**config.mk**
```make
export PLATFORM = sky130hd
export DESIGN_NAME = chan_mux_scan
export DESIGN_NICKNAME = d
export VERILOG_FILES = /design/src/rtl/chan_mux_scan.sv
export SDC_FILE = /design/constraint.sdc
export NUM_CORES = 1
export LEC_CHECK = 0
export ABC_CLOCK_PERIOD_IN_PS = 2250
export CORE_MARGIN = 2
export CORE_UTILIZATION = 47
export DETAILED_ROUTE_END_ITERATION = 10
export HOLD_SLACK_MARGIN = 0.12
export PLACE_DENSITY = 0.78
export SYNTH_ARGS = -nofsm -noshare
export SYNTH_HDL_FRONTEND = slang
export SYNTH_SLANG_ARGS = --single-unit
```
**constraint.sdc**
```tcl
create_clock -name clk -period 2.25 [get_ports clk]
set_input_delay 0.3375 -clock clk [delete_from_list [all_inputs] [get_ports clk]]
set_output_delay 0.3375 -clock clk [all_outputs]
set_load 0.01 [all_outputs]
```
**src/rtl/chan_mux_scan.sv**
```systemverilog
// rtl/chan_mux_scan.sv - registered N-channel mux with direct select or round-robin auto-scan
module chan_mux_scan #(
    parameter int WIDTH = 4,
    parameter int NCH   = 4,
    parameter int SELW  = 2,
    parameter int DWELL = 4
) (
    input  logic                   clk,
    input  logic                   rst,
    input  logic [NCH*WIDTH-1:0]   din,
    input  logic [SELW-1:0]        sel,
    input  logic                   mode,
    input  logic                   en,
    output logic [WIDTH-1:0]       dout,
    output logic [SELW-1:0]        dout_ch,
    output logic                   dout_valid,
    output logic                   scan_wrap
);

    localparam int CW = 8;

    typedef enum logic [1:0] {
        IDLE,
        DIRECT,
        SCAN
    } state_t;

    state_t            state;
    logic [SELW-1:0]   ptr;
    logic [CW-1:0]     cnt;
    logic              wrap_pend;

    logic [NCH*WIDTH-1:0] dir_shift;
    logic [NCH*WIDTH-1:0] scan_shift;
    logic [WIDTH-1:0]     dir_data;
    logic [WIDTH-1:0]     scan_data;
    logic                 sel_ok;
    logic                 ptr_last;
    logic                 dwell_done;
    logic [SELW-1:0]      ptr_next;

    // Shifting past the end of the bus yields zero, which covers sel >= NCH.
    always_comb begin
        dir_shift  = din >> (32'(sel) * WIDTH);
        scan_shift = din >> (32'(ptr) * WIDTH);
        dir_data   = dir_shift[WIDTH-1:0];
        scan_data  = scan_shift[WIDTH-1:0];
        sel_ok     = (32'(sel) < NCH);
        ptr_last   = (ptr == SELW'(NCH - 1));
        dwell_done = (cnt == CW'(DWELL - 1));
        ptr_next   = ptr_last ? '0 : ptr + SELW'(1);
    end

    always_ff @(posedge clk or posedge rst) begin
        if (rst) begin
            state      <= IDLE;
            ptr        <= '0;
            cnt        <= '0;
            wrap_pend  <= 1'b0;
            dout       <= '0;
            dout_ch    <= '0;
            dout_valid <= 1'b0;
            scan_wrap  <= 1'b0;
        end else if (!en) begin
            dout_valid <= 1'b0;
            scan_wrap  <= 1'b0;
        end else if (!mode) begin
            state     <= DIRECT;
            cnt       <= '0;
            wrap_pend <= 1'b0;
            scan_wrap <= 1'b0;
            dout_ch   <= sel;
            if (sel_ok) begin
                ptr        <= sel;
                dout       <= dir_data;
                dout_valid <= 1'b1;
            end else begin
                dout       <= '0;
                dout_valid <= 1'b0;
            end
        end else begin
            // The pointer advances after its last dwell edge, so the wrap is
            // flagged here and reported on the edge that first shows channel 0.
            state      <= SCAN;
            dout       <= scan_data;
            dout_ch    <= ptr;
            dout_valid <= 1'b1;
            scan_wrap  <= (state == SCAN) && wrap_pend;
            if (dwell_done) begin
                cnt       <= '0;
                ptr       <= ptr_next;
                wrap_pend <= ptr_last;
            end else begin
                cnt       <= cnt + CW'(1);
                wrap_pend <= 1'b0;
            end
        end
    end

endmodule

```
==> run_results.csv <==
group,metric,value,unit
floorplanning,die_h,52.5,µm
job,drv_cap,0,
clock_network,clkTransAtPathRegs,0.11,ns
timing,finalHoldViolCount,0,
grt,overflow,0,
logic_synthesis,yosysTopAreaCellShare,47.6,%
grt,grt_pass1_vias,835,
timing,worst_pin_slew,0.451,ns
hold_path,hp-class,"input port to asynchronous set/reset pin",
pwr,p_switching,270,µW
pwr,power_density,634,mW/mm²
logic_synthesis,synth_xor_area_share,3.17,%
timing,rsz0062_at_grt,"false",
logic_synthesis,synthMuxAreaShare,14.9,%
critical_path,crit_family,"simple AND/OR/NAND/NOR gates",
finish,diodes,0,
routing,ant_nets,0,
run_status,status,"finished clean",
floorplanning,rows,17,
logic_synthesis,yosysMostFrequentCell,"dfrtp_1",
logic_synthesis,yosys_warnings,0,
logic_synthesis,synth_top_family_by_area,"multiplexers",
clock_network,ctsHoldBuffers,0,
critical_path,path_cells,"ha_1 > or4b_4 > o21ai_4 > nor2_1 > mux2_2",
floorplanning,fp.dieW,52.5,µm
critical_path,crit_required,2.45,ns
finish,nFillCells,188,
routing,viasPerCell,5.31,
timing,fmax,558,MHz
critical_path,slowest_stage,"or4b_4",
clock_network,clock-sinks,21,
logic_synthesis,yosysUniqueCellTypes,33,
logic_synthesis,syn_nets,123,
floorplanning,ioPinCount,30,
routing,drc,0,
place,gp_congestion,0.750,
clock_network,clockBufferDepth,2,
pwr,ir_drop,0.407,mV
critical_path,worstPathArrival,2.00,ns
grt,grt_pass1_wl,3.82,mm
grt,grt_max_degree,22,
logic_synthesis,ys.flop_type,"dfrtp_1",
clock_network,ctsRootBufferMaster,"clkbuf_4",
timing,setup_viol,0,
timing,min_period,1.79,ns
critical_path,critPathBufInv,0,
clock_network,cts_buffers,3,
logic_synthesis,synth_compound_area_share,12.0,%
timing,fin_crit_sh,79.7,%
pwr,switching_share,29.2,%
clock_network,cts_tree,"yes",
place,io_buffers,29,
pwr,comb_power_share,30.2,%
routing,vias,839,
floorplanning,core,0.00221,mm²
routing,drt_pass1_iterations,3,
routing,routed_wirelength,2.19,mm
pwr,pwr-share-clk,19.4,%
finish,final_util,65.9,%
clock_network,cts_max_level,1,
logic_synthesis,yosys-top-cells-area,"dfrtp_1 48%, mux2i_1 11%, ha_1 3.4%",
logic_synthesis,avgSynthCellArea,11.3,µm²
grt,grt_usage,19.0,%
finish,area_delta_synth_final,31.9,%
timing,timing.max_slew.rel_slack,69.3,%
logic_synthesis,synth_area,0.00110,mm²
timing,setup_tns,0,ns
critical_path,critPathCaptureType,"flop",
routing,routedWlPerCell,13.8,µm
pwr,intPower,655,µW
critical_path,cp_slowest_stage_delay,0.49,ns
clock_network,clk_latency,0.30,ns
timing,fin_skew,0.00329,ns
logic_synthesis,synth-edff-count,0,
floorplanning,start_util,49.9,%
critical_path,cp_max_fo,9,
pwr,leakagePower,0.649,nW
logic_synthesis,synthSimpleGateAreaFrac,14.9,%
pwr,seqPwrFrac,50.4,%
logic_synthesis,synth_common_cells,"21 x dfrtp_1, 12 x mux2i_1, 8 x nor2_1",
grt,antenna_found_initial,0,
logic_synthesis,ys_seq_area_share,47.6,%
clock_network,post_cts_buffers,0,
critical_path,crit_path_start_kind,"flop",
timing,slew_violations,0,
logic_synthesis,synth_cells,98,
finish,layout.nets,156,
logic_synthesis,ys_async_sr_fraction,100,%
clock_network,cts_resized,0,
routing,drtIter0Drc,6,
logic_synthesis,ys_seq_elements,21,
logic_synthesis,synthAdderAreaFrac,3.40,%
place,hpwl,1.73,mm
floorplanning,dieArea,0.00275,mm²
logic_synthesis,yosysTopAreaCell,"dfrtp_1",
critical_path,worstSetupPathType,"flop to flop",
finish,drive_gt1_share,12.3,%
[through the flow]
step           instance area (µm²)  instances  worst slack [ns]  hold WS, ns  total power [mW]
3_5_place_dp                  1430        154             0.330        0.435             0.755
6_report                      1460        158             0.456        0.344             0.925
2_1_floorplan                 1100         98             0.580        0.314             0.633
5_1_grt                       1460        158             0.324        0.381             0.982
4_1_cts                       1460        158             0.437        0.351             0.936
3_3_place_gp                  1430        154             0.416        0.412             0.747
[placed cells by master, fill, tap and decap left out]
cell	count
nand3b_1	1
nor2_1	8
o32ai_1	1
mux2i_4	1
nor2_2	1
xnor2_1	1
a21oi_2	2
ha_1	3
mux2_2	2
o22ai_1	1
buf_4	4
o2bb2ai_1	1
o21ai_4	1
clkdlybuf4s50_1	29
o21a_1	1
dfrtp_1	21
o221ai_1	4
inv_1	4
and2_4	1
a21o_1	1
or4b_4	1
o21ai_0	2
xor2_1	3
or3_1	1
a21oi_1	3
nand3_1	1
mux2i_1	12
nand2_1	4
clkbuf_1	1
nor4bb_1	1
and3_1	2
clkbuf_4	3
nand4_1	3
nand2b_1	5
[worst paths after layout]
path,from,end,slack [ns],cells past startpoint
min in group clk,state[0],scan_wrap,0.44,1
setup / recovery,cnt[0],cnt[0],0.46,5
hold reg to reg,state[0],scan_wrap,0.44,1
hold / removal,rst,dout_valid,0.34,3
setup reg to reg,cnt[0],cnt[0],0.46,5
max in group asynchronous,rst,cnt[3],1.69,3
[layout make-up]
type,instances,area (µm²),share of cell area (%)
multi-input cells,68,536,36.7
repair buffers,33,320,22.0
clock buffers,4,26.3,1.80
inverters,4,15.0,1.03
flip-flops and latches,21,526,36.1
well taps,28,35.0,2.40
[sequential cells by signal, summed over array words and instances (netlist names)]
signal	flops
ptr	2
cnt	8
dout_valid	1
dout_ch	2
dout	4
state	2
scan_wrap	1
wrap_pend	1
[tightest hold or removal path, stage by stage]
cell,delay [ns]
clkdlybuf4s50_1,0.39
inv_1,0.05
buf_4,0.26
[power by group through the flow]
stage | Combinational (mW) | Sequential [mW] | Clock (mW)
after floorplan | 0.154 | 0.479 | 0
after global placement | 0.275 | 0.472 | 0
final | 0.279 | 0.466 | 0.180
after CTS | 0.283 | 0.466 | 0.187
after global routing | 0.310 | 0.473 | 0.199
after detailed placement | 0.282 | 0.473 | 0
[cells by family (layout without fill, tap and decap cells)]
family                   after synthesis  count (layout)
buffers and inverters                  9              41
AND/OR/NAND/NOR                       29              29
multiplexers                          15              15
AO/OA/AOI/OAI                         17              17
flip-flops                            21              21
adder cells (fa/ha/maj)                3               3
XOR/XNOR                               4               4
[metal layers]
layer	vias to the layer above	share of wire, %	track usage, %
met5	-	0	0
met4	0	1.9	8.97
met3	5	2.3	2.57
met2	11	50	29.8
met1	413	46	25.9
li1	410	-	-
(Power assumes the default switching activity.)
